$ cat config.mk
export PLATFORM = sky130hd
export DESIGN_NAME = measurement_result_calc_flat
export DESIGN_NICKNAME = d
export VERILOG_FILES = /design/src/rtl/meas_pkg.sv /design/src/rtl/measurement_result_calc_if.sv /design/src/rtl/seq_divider.sv /design/src/rtl/measurement_result_calc.sv /design/src/flat_wrapper.sv
export SDC_FILE = /design/constraint.sdc
export NUM_CORES = 1
export LEC_CHECK = 0
export ABC_CLOCK_PERIOD_IN_PS = 21900
export BUFFER_PORTS_ARGS = -buffer_cell sky130_fd_sc_hd__buf_2
export CAP_MARGIN = 20
export CORE_ASPECT_RATIO = 0.5
export CORE_MARGIN = 8
export CORE_UTILIZATION = 40
export CTS_CLUSTER_DIAMETER = 50
export DETAILED_ROUTE_END_ITERATION = 10
export PLACE_DENSITY = 0.57
export SLEW_MARGIN = 20
export SYNTH_ARGS = -nofsm -noshare
export SYNTH_HDL_FRONTEND = slang
export SYNTH_SLANG_ARGS = --single-unit
$ cat constraint.sdc
create_clock -name clk -period 21.9 [get_ports clk]
set_input_delay 3.285 -clock clk [delete_from_list [all_inputs] [get_ports clk]]
set_output_delay 3.285 -clock clk [all_outputs]
set_load 0.01 [all_outputs]
$ cat src/rtl/meas_pkg.sv
// Shared state type and constants for the measurement result converter.
package meas_pkg;

    typedef enum logic [2:0] {
        ST_IDLE  = 3'd0,
        ST_LATCH = 3'd1,
        ST_DIV_F = 3'd2,
        ST_DIV_D = 3'd3,
        ST_DONE  = 3'd4
    } meas_state_t;

    localparam int unsigned PERMILLE_SCALE = 1000;
    localparam int unsigned DUTY_MAX       = 1000;
    localparam int unsigned DUTY_W         = 10;

endpackage

$ cat src/rtl/measurement_result_calc_if.sv
// Upstream raw-result handshake and M1 register-read signals of the converter.
interface measurement_result_calc_if;
    import meas_pkg::*;

    logic              meas_ready;
    logic [31:0]       period_count;
    logic [31:0]       high_time_count;
    logic              meas_ack;
    logic              result_valid;
    logic [31:0]       freq_hz;
    logic [DUTY_W-1:0] duty_permille;
    logic              result_err;
    logic              rd_ack;

    modport slave (
        input  meas_ready, period_count, high_time_count, rd_ack,
        output meas_ack, result_valid, freq_hz, duty_permille, result_err
    );

    modport master (
        output meas_ready, period_count, high_time_count, rd_ack,
        input  meas_ack, result_valid, freq_hz, duty_permille, result_err
    );

endinterface

$ cat src/rtl/seq_divider.sv
// Restoring divider: one quotient bit per cycle, done pulses W cycles after an accepted start.
module seq_divider #(
    parameter int unsigned W = 48
) (
    input  logic         clk,
    input  logic         reset,
    input  logic         start,
    input  logic [W-1:0] dividend,
    input  logic [W-1:0] divisor,
    output logic         busy,
    output logic         done,
    output logic [W-1:0] quotient,
    output logic [W-1:0] remainder
);
    localparam int unsigned CNT_W = $clog2(W + 1);

    logic [W-1:0]     r_rem;
    logic [W-1:0]     r_quo;
    logic [W-1:0]     r_div;
    logic [CNT_W-1:0] r_cnt;
    logic             r_busy;
    logic             r_done;

    logic [W:0]       w_shift;
    logic [W-1:0]     w_diff;
    logic             w_ge;

    // r_quo doubles as the dividend shift register; quotient bits enter at the bottom.
    assign w_shift = {r_rem, r_quo[W-1]};
    assign w_ge    = w_shift >= {1'b0, r_div};
    assign w_diff  = w_shift[W-1:0] - r_div;

    always_ff @(posedge clk or posedge reset) begin
        if (reset) begin
            r_rem  <= '0;
            r_quo  <= '0;
            r_div  <= '0;
            r_cnt  <= '0;
            r_busy <= 1'b0;
            r_done <= 1'b0;
        end else begin
            r_done <= 1'b0;
            if (r_busy) begin
                r_rem <= w_ge ? w_diff : w_shift[W-1:0];
                r_quo <= {r_quo[W-2:0], w_ge};
                r_cnt <= r_cnt - 1'b1;
                if (r_cnt == CNT_W'(1)) begin
                    r_busy <= 1'b0;
                    r_done <= 1'b1;
                end
            end else if (start) begin
                r_rem  <= '0;
                r_quo  <= dividend;
                r_div  <= divisor;
                r_cnt  <= CNT_W'(W);
                r_busy <= 1'b1;
            end
        end
    end

    assign busy      = r_busy;
    assign done      = r_done;
    assign quotient  = r_quo;
    assign remainder = r_rem;

endmodule

$ cat src/rtl/measurement_result_calc.sv
// Captures raw period/high counts and converts them to Hz and permille with one shared divider.
module measurement_result_calc
    import meas_pkg::*;
#(
    parameter int unsigned CLK_FREQ_HZ = 50_000_000,
    parameter int unsigned DIV_W       = 48
) (
    input  logic                            clk,
    input  logic                            reset,
    input  logic                            enable,
    output logic                            busy,
    measurement_result_calc_if.slave        bus
);
    meas_state_t       r_state;
    meas_state_t       w_next;

    logic [31:0]       r_period;
    logic [31:0]       r_high;
    logic [31:0]       r_freq_stage;
    logic [31:0]       r_freq;
    logic [DUTY_W-1:0] r_duty;
    logic              r_err;
    logic              r_valid;

    logic              w_ack;
    logic              w_high_gt;
    logic              w_div_start;
    logic              w_div_busy;
    logic              w_div_done;
    logic [DIV_W-1:0]  w_div_dividend;
    logic [DIV_W-1:0]  w_div_divisor;
    logic [DIV_W-1:0]  w_duty_dividend;
    logic [DIV_W-1:0]  w_div_quo;
    logic [DIV_W-1:0]  w_div_rem_unused;
    logic              w_quo_hi_unused;

    assign w_high_gt       = r_high > r_period;
    assign w_div_divisor   = DIV_W'(r_period);
    assign w_duty_dividend = DIV_W'(r_high) * DIV_W'(PERMILLE_SCALE);
    assign w_quo_hi_unused = ^w_div_quo[DIV_W-1:32];

    seq_divider #(
        .W(DIV_W)
    ) u_div (
        .clk       (clk),
        .reset     (reset),
        .start     (w_div_start),
        .dividend  (w_div_dividend),
        .divisor   (w_div_divisor),
        .busy      (w_div_busy),
        .done      (w_div_done),
        .quotient  (w_div_quo),
        .remainder (w_div_rem_unused)
    );

    always_ff @(posedge clk or posedge reset) begin
        if (reset) r_state <= ST_IDLE;
        else       r_state <= w_next;
    end

    // Capture waits for the divider to go idle, so an aborted division can never leak a stale done.
    always_comb begin
        w_next         = r_state;
        w_ack          = 1'b0;
        w_div_start    = 1'b0;
        w_div_dividend = DIV_W'(CLK_FREQ_HZ);
        case (r_state)
            ST_IDLE: begin
                if (enable && bus.meas_ready && !w_div_busy) w_next = ST_LATCH;
            end
            ST_LATCH: begin
                w_ack = 1'b1;
                if (!enable) begin
                    w_next = ST_IDLE;
                end else if (r_period == '0) begin
                    w_next = ST_DONE;
                end else begin
                    w_next      = ST_DIV_F;
                    w_div_start = 1'b1;
                end
            end
            ST_DIV_F: begin
                if (!enable) begin
                    w_next = ST_IDLE;
                end else if (w_div_done) begin
                    w_next = ST_DIV_D;
                    if (!w_high_gt) begin
                        w_div_start    = 1'b1;
                        w_div_dividend = w_duty_dividend;
                    end
                end
            end
            ST_DIV_D: begin
                if (!enable)                      w_next = ST_IDLE;
                else if (w_high_gt || w_div_done) w_next = ST_DONE;
            end
            ST_DONE: begin
                if (bus.rd_ack) w_next = ST_IDLE;
            end
            default: w_next = ST_IDLE;
        endcase
    end

    always_ff @(posedge clk or posedge reset) begin
        if (reset) begin
            r_period     <= '0;
            r_high       <= '0;
            r_freq_stage <= '0;
            r_freq       <= '0;
            r_duty       <= '0;
            r_err        <= 1'b0;
            r_valid      <= 1'b0;
        end else begin
            r_valid <= (w_next == ST_DONE);
            if (r_state == ST_IDLE && w_next == ST_LATCH) begin
                r_period <= bus.period_count;
                r_high   <= bus.high_time_count;
            end
            if (r_state == ST_DIV_F && w_next == ST_DIV_D) r_freq_stage <= w_div_quo[31:0];
            // Visible results change only on entry to DONE.
            if (r_state != ST_DONE && w_next == ST_DONE) begin
                if (r_state == ST_LATCH) begin
                    r_freq <= '0;
                    r_duty <= '0;
                    r_err  <= 1'b1;
                end else if (w_high_gt) begin
                    r_freq <= r_freq_stage;
                    r_duty <= DUTY_W'(DUTY_MAX);
                    r_err  <= 1'b1;
                end else begin
                    r_freq <= r_freq_stage;
                    r_duty <= w_div_quo[DUTY_W-1:0];
                    r_err  <= 1'b0;
                end
            end
        end
    end

    assign busy              = (r_state != ST_IDLE) && (r_state != ST_DONE);
    assign bus.meas_ack      = w_ack;
    assign bus.result_valid  = r_valid;
    assign bus.freq_hz       = r_freq;
    assign bus.duty_permille = r_duty;
    assign bus.result_err    = r_err;

endmodule

$ cat src/flat_wrapper.sv
// flat-port wrapper written by rule: the top's interface ports become plain ports
module measurement_result_calc_flat import meas_pkg::*;
#(
    parameter int unsigned CLK_FREQ_HZ = 50_000_000,
    parameter int unsigned DIV_W       = 48
)
  (clk, reset, enable, busy, bus_meas_ready, bus_period_count, bus_high_time_count, bus_rd_ack, bus_meas_ack, bus_result_valid, bus_freq_hz, bus_duty_permille, bus_result_err);
  measurement_result_calc_if bus_i ();
  input  logic clk;
  input  logic reset;
  input  logic enable;
  output logic busy;
  input wire logic [$bits(bus_i.meas_ready)-1:0] bus_meas_ready;
  input wire logic [$bits(bus_i.period_count)-1:0] bus_period_count;
  input wire logic [$bits(bus_i.high_time_count)-1:0] bus_high_time_count;
  input wire logic [$bits(bus_i.rd_ack)-1:0] bus_rd_ack;
  output wire logic [$bits(bus_i.meas_ack)-1:0] bus_meas_ack;
  output wire logic [$bits(bus_i.result_valid)-1:0] bus_result_valid;
  output wire logic [$bits(bus_i.freq_hz)-1:0] bus_freq_hz;
  output wire logic [$bits(bus_i.duty_permille)-1:0] bus_duty_permille;
  output wire logic [$bits(bus_i.result_err)-1:0] bus_result_err;
  assign bus_i.meas_ready = bus_meas_ready;
  assign bus_i.period_count = bus_period_count;
  assign bus_i.high_time_count = bus_high_time_count;
  assign bus_i.rd_ack = bus_rd_ack;
  assign bus_meas_ack = bus_i.meas_ack;
  assign bus_result_valid = bus_i.result_valid;
  assign bus_freq_hz = bus_i.freq_hz;
  assign bus_duty_permille = bus_i.duty_permille;
  assign bus_result_err = bus_i.result_err;
  measurement_result_calc #(.CLK_FREQ_HZ(CLK_FREQ_HZ), .DIV_W(DIV_W)) u_core (.clk(clk), .reset(reset), .enable(enable), .busy(busy), .bus(bus_i));
endmodule
==> impl_summary.txt <==
----------------------------------------------------
[Run status]
  Run status ... finished clean

[Synthesis]
  Post-synthesis instance total ... between 2000 and 2500
  Number of synthesized flops with an enable pin ... 0
  Synth warnings ... 0
  Synthesized flop and latch total ... approximately 280
  Register area share after synthesis ... 35.8%
  Area leader, netlist ... sky130_fd_sc_hd__dfrtp_1
  Cell types occupying the most area after synthesis ... sky130_fd_sc_hd__dfrtp_1 36%, sky130_fd_sc_hd__fa_1 12%, sky130_fd_sc_hd__ha_1 9.6%, sky130_fd_sc_hd__mux2_2 5.7%, sky130_fd_sc_hd__inv_1 4.6%
  Mapped Nets ... 2340
  Number of different library cells in the post-synthesis netlist ... 67
  Async S/R FF share, synth ... 100%
  Synth Flop Type ... sky130_fd_sc_hd__dfrtp_1
  Mean Syn Cell Area ... between 9 and 10 µm²
  Top cell type's share of synthesized area ... 35.8%
  Post-synthesis instance area ... ~20000 µm²

[GRT]
  Total grt overflow ... 0
  Number of antenna violations at the first check in global routing ... 0
  Via count of the first global-routing pass ... about 15000
  Global-route total usage across every layer ... 17.9%
  Maximum number of pins on one net before global-route repair ... about 130
  Global-route wire length before repair ... around 82000 µm

[Drt]
  Post-route antenna net violation count ... 0
  Average vias per placed instance ... about 5.2
  Initial detailed-routing violation count ... between 1000 and 1500
  Routed wire length per instance ... roughly 18 µm
  Number of remaining DRC errors ... 0
  Via count ... between 10000 and 15000
  Number of detailed-routing iterations run before antenna repair ... 5
  Routed Wire Length ... ~50000 µm

[Finish]
  Multi-input combinational cell area ... around 11000 µm²
  Most frequent standard cell in the layout excluding fill and tap cells ... sky130_fd_sc_hd__dfrtp_1
  Proportion of layout cells with a drive suffix above 1 ... 14.5%
  Final Instance Count excl. Fillers ... 2758
  Syn-to-layout area delta ... 12.2%
  Number of filler instances in the final layout ... around 4700
  Total Nets Final ... approximately 2400
  Diode count ... 0
  Area used by sequential logic in the layout ... roughly 7000 µm²
  Commonest cells after routing, fill and taps aside ... 278 x sky130_fd_sc_hd__dfrtp_1, 236 x sky130_fd_sc_hd__inv_1, 209 x sky130_fd_sc_hd__nand2_1

[Worst setup path]
  Reg2reg setup slack ... approximately 16 ns
  CP Capture Point ... u_core.u_div.quotient[41]$_DFFE_PP0P_
  Worst reg2reg path depth ... 17
  First element of the critical path ... enable
  Endpoint arrival time on the critical path ... ~6.5 ns
  End of the worst register-to-register path ... u_core.u_div.quotient[34]$_DFFE_PP0P_
  Critical path class ... in2reg
  Origin of the critical flop-to-flop path ... u_core.r_high[13]$_DFFE_PP0P_
  Critical Path RT ... roughly 22 ns
  Critical path capture point type ... flop
  Max Fanout on Critical Path ... 53
  Startpoint kind of the worst setup timing path ... input port

[Timing]
  Fin. max-slew vios ... 0
  Shortest clock period the worst path allows after layout ... between 6 and 7 ns
  Setup violators final ... 0
  Fin crit share ... between 20 and 30%
  Setup TNS ... 0 ns
  RSZ-0062 raised after global routing ... false
  Layout Skew ... around 0.022 ns
  Actual slew at the worst max-slew pin ... about 1.1 ns
  Final hold violation count ... 0
  Max Freq ... ~160 MHz
  Max-slew headroom at the worst pin ... between 20 and 30%
  Post-route worst setup slack ... 15.75 ns
  Hold slack final ... approximately 0.48 ns

[Clock tree]
  TritonCTS sink count ... ~280
  Number of setup buffers added after CTS ... 0
  Root buffer cell ... sky130_fd_sc_hd__clkbuf_16
  Total CTS buffers ... 34
  Register clock-pin slew on the reported worst setup and hold paths ... around 0.060 ns
  Number of buffers inserted by hold repair at cts ... 0
  Post-CTS sizing ... 0
  Maximum count of clock buffers along a single path ... 3
  Number of levels the H-tree was split into ... 2
  Clock Latency Late Sink ... about 0.54 ns
  CTS tree ... built

[Placement]
  Worst setup slack before clock tree synthesis ... 15.23 ns
  Placed Cells incl. Taps ... 2697
  Number of buffer cells added on primary ports ... 114
  Global placer's final weighted congestion ... 0.825
  HPWL after DPL ... approximately 38000 µm

[Die]
  Number of rows created at floorplan ... between 50 and 60
  Area of the die ... about 57000 µm²
  Ports ... roughly 120
  Core ar. ... slightly below 50000 µm²
  Vertical extent of the die ... between 150 and 200 µm
  Die extent in x ... roughly 330 µm
  Starting utilization of the core area ... slightly above 40%

[Job]
  Maximum capacitance violations ... 0

[Hold path]
  Tightest Hold Check Type ... reg2reg
  Launch point of the worst hold path ... u_core.bus.freq_hz[11]$_DFFE_PP0P_

----------------------------------------------------
==> routing by layer <==
| metal | share of wire (%) | routed length (µm) | global-route usage (%) | up-vias |
|---|---|---|---|---|
| li1 | - | - | - | 7037 |
| met3 | 4.0 | 2000 | 2.98 | 49 |
| met5 | 0 | 0 | 0 | - |
| met2 | 45 | 22700 | 28.6 | 208 |
| met4 | 1.4 | 685 | 3.15 | 0 |
| met1 | 50 | 25000 | 25.9 | 7148 |
==> critical path: stages <==
cell,delay [ns]
sky130_fd_sc_hd__buf_2,0.08
sky130_fd_sc_hd__nor2b_1,0.29
sky130_fd_sc_hd__nand3_1,0.55
sky130_fd_sc_hd__a221o_1,0.64
sky130_fd_sc_hd__nand2b_2,0.13
sky130_fd_sc_hd__buf_4,0.50
sky130_fd_sc_hd__nor2_4,0.22
sky130_fd_sc_hd__buf_4,0.34
sky130_fd_sc_hd__a221oi_1,0.28
sky130_fd_sc_hd__o21ai_0,0.13
==> area by class of cell <==
type	instances	area share, %
multi-input cells	1402	51.7
clock buffers	42	4.45
inverters	238	4.11
clock inverters	19	1.03
flip-flops and latches	279	31.9
repair buffers	129	3.15
well taps	649	3.71
==> cells by family (layout without fill, tap and decap cells) <==
logic type | after synthesis | in the layout | share of synthesized area (%)
AO/OA/AOI/OAI | 486 | 486 | 15.3
XOR/XNOR | 73 | 73 | 3.27
adder cells (fa/ha/maj) | 269 | 269 | 21.8
buffers and inverters | 321 | 428 | 6.41
flip-flops | 279 | 279 | 35.8
multiplexers | 106 | 106 | 6.07
AND/OR/NAND/NOR | 468 | 468 | 11.3
==> sequential cells by signal, indices dropped and copies added (netlist names) <==
| signal | cells |
|---|---|
| u_core.u_div.r_cnt | 6 |
| u_core.bus.result_err | 1 |
| u_core.u_div.r_div | 32 |
| u_core.r_state | 3 |
| u_core.bus.freq_hz | 32 |
| u_core.r_high | 32 |
| u_core.u_div.quotient | 48 |
| u_core.u_div.busy | 1 |
| u_core.bus.result_valid | 1 |
| u_core.u_div.done | 1 |
| u_core.r_freq_stage | 32 |
| u_core.bus.duty_permille | 10 |
| u_core.r_period | 32 |
| u_core.u_div.remainder | 48 |
==> synthesized netlist by cell type, types with 17 or more instances <==
master                     number
sky130_fd_sc_hd__a21o_1        69
sky130_fd_sc_hd__a21oi_1      122
sky130_fd_sc_hd__a22o_1        20
sky130_fd_sc_hd__clkbuf_1      72
sky130_fd_sc_hd__dfrtp_1      279
sky130_fd_sc_hd__fa_1         119
sky130_fd_sc_hd__ha_1         150
sky130_fd_sc_hd__inv_1        238
sky130_fd_sc_hd__mux2_2        99
sky130_fd_sc_hd__nand2_1      209
sky130_fd_sc_hd__nand3_1       55
sky130_fd_sc_hd__nand4_1       20
sky130_fd_sc_hd__nor2_1        58
sky130_fd_sc_hd__nor2b_1       17
sky130_fd_sc_hd__nor3_1        26
sky130_fd_sc_hd__o21ai_0      163
sky130_fd_sc_hd__xnor2_1       41
sky130_fd_sc_hd__xor2_1        32
==> worst min-delay path by stage <==
| stage | endpoint | slack, ns | cells past startpoint |
|---|---|---|---|
| after detailed placement | u_core.bus.freq_hz[17]$_DFFE_PP0P_ | 0.46 | 2 |
| after floorplan | u_core.u_div.done$_DFF_PP0_ | 0.44 | 1 |
| after global placement | u_core.bus.freq_hz[0]$_DFFE_PP0P_ | 0.46 | 2 |
| after global routing | u_core.bus.freq_hz[17]$_DFFE_PP0P_ | 0.49 | 2 |
| final | u_core.bus.freq_hz[11]$_DFFE_PP0P_ | 0.48 | 2 |
| after CTS | u_core.u_div.quotient[36]$_DFFE_PP0P_ | 0.48 | 2 |
==> per-stage QoR <==
stage	instance area (µm²)	utilization [%]
global route	21900	45.3
detailed placement	20700	42.8
floorplan	19500	-
global placement	20700	42.8
CTS	21900	45.3
finish	21900	45.3
Power is left out: the tool's default activity adds up to more than one toggle a clock period on the data nets, which glitch-free logic cannot reach.
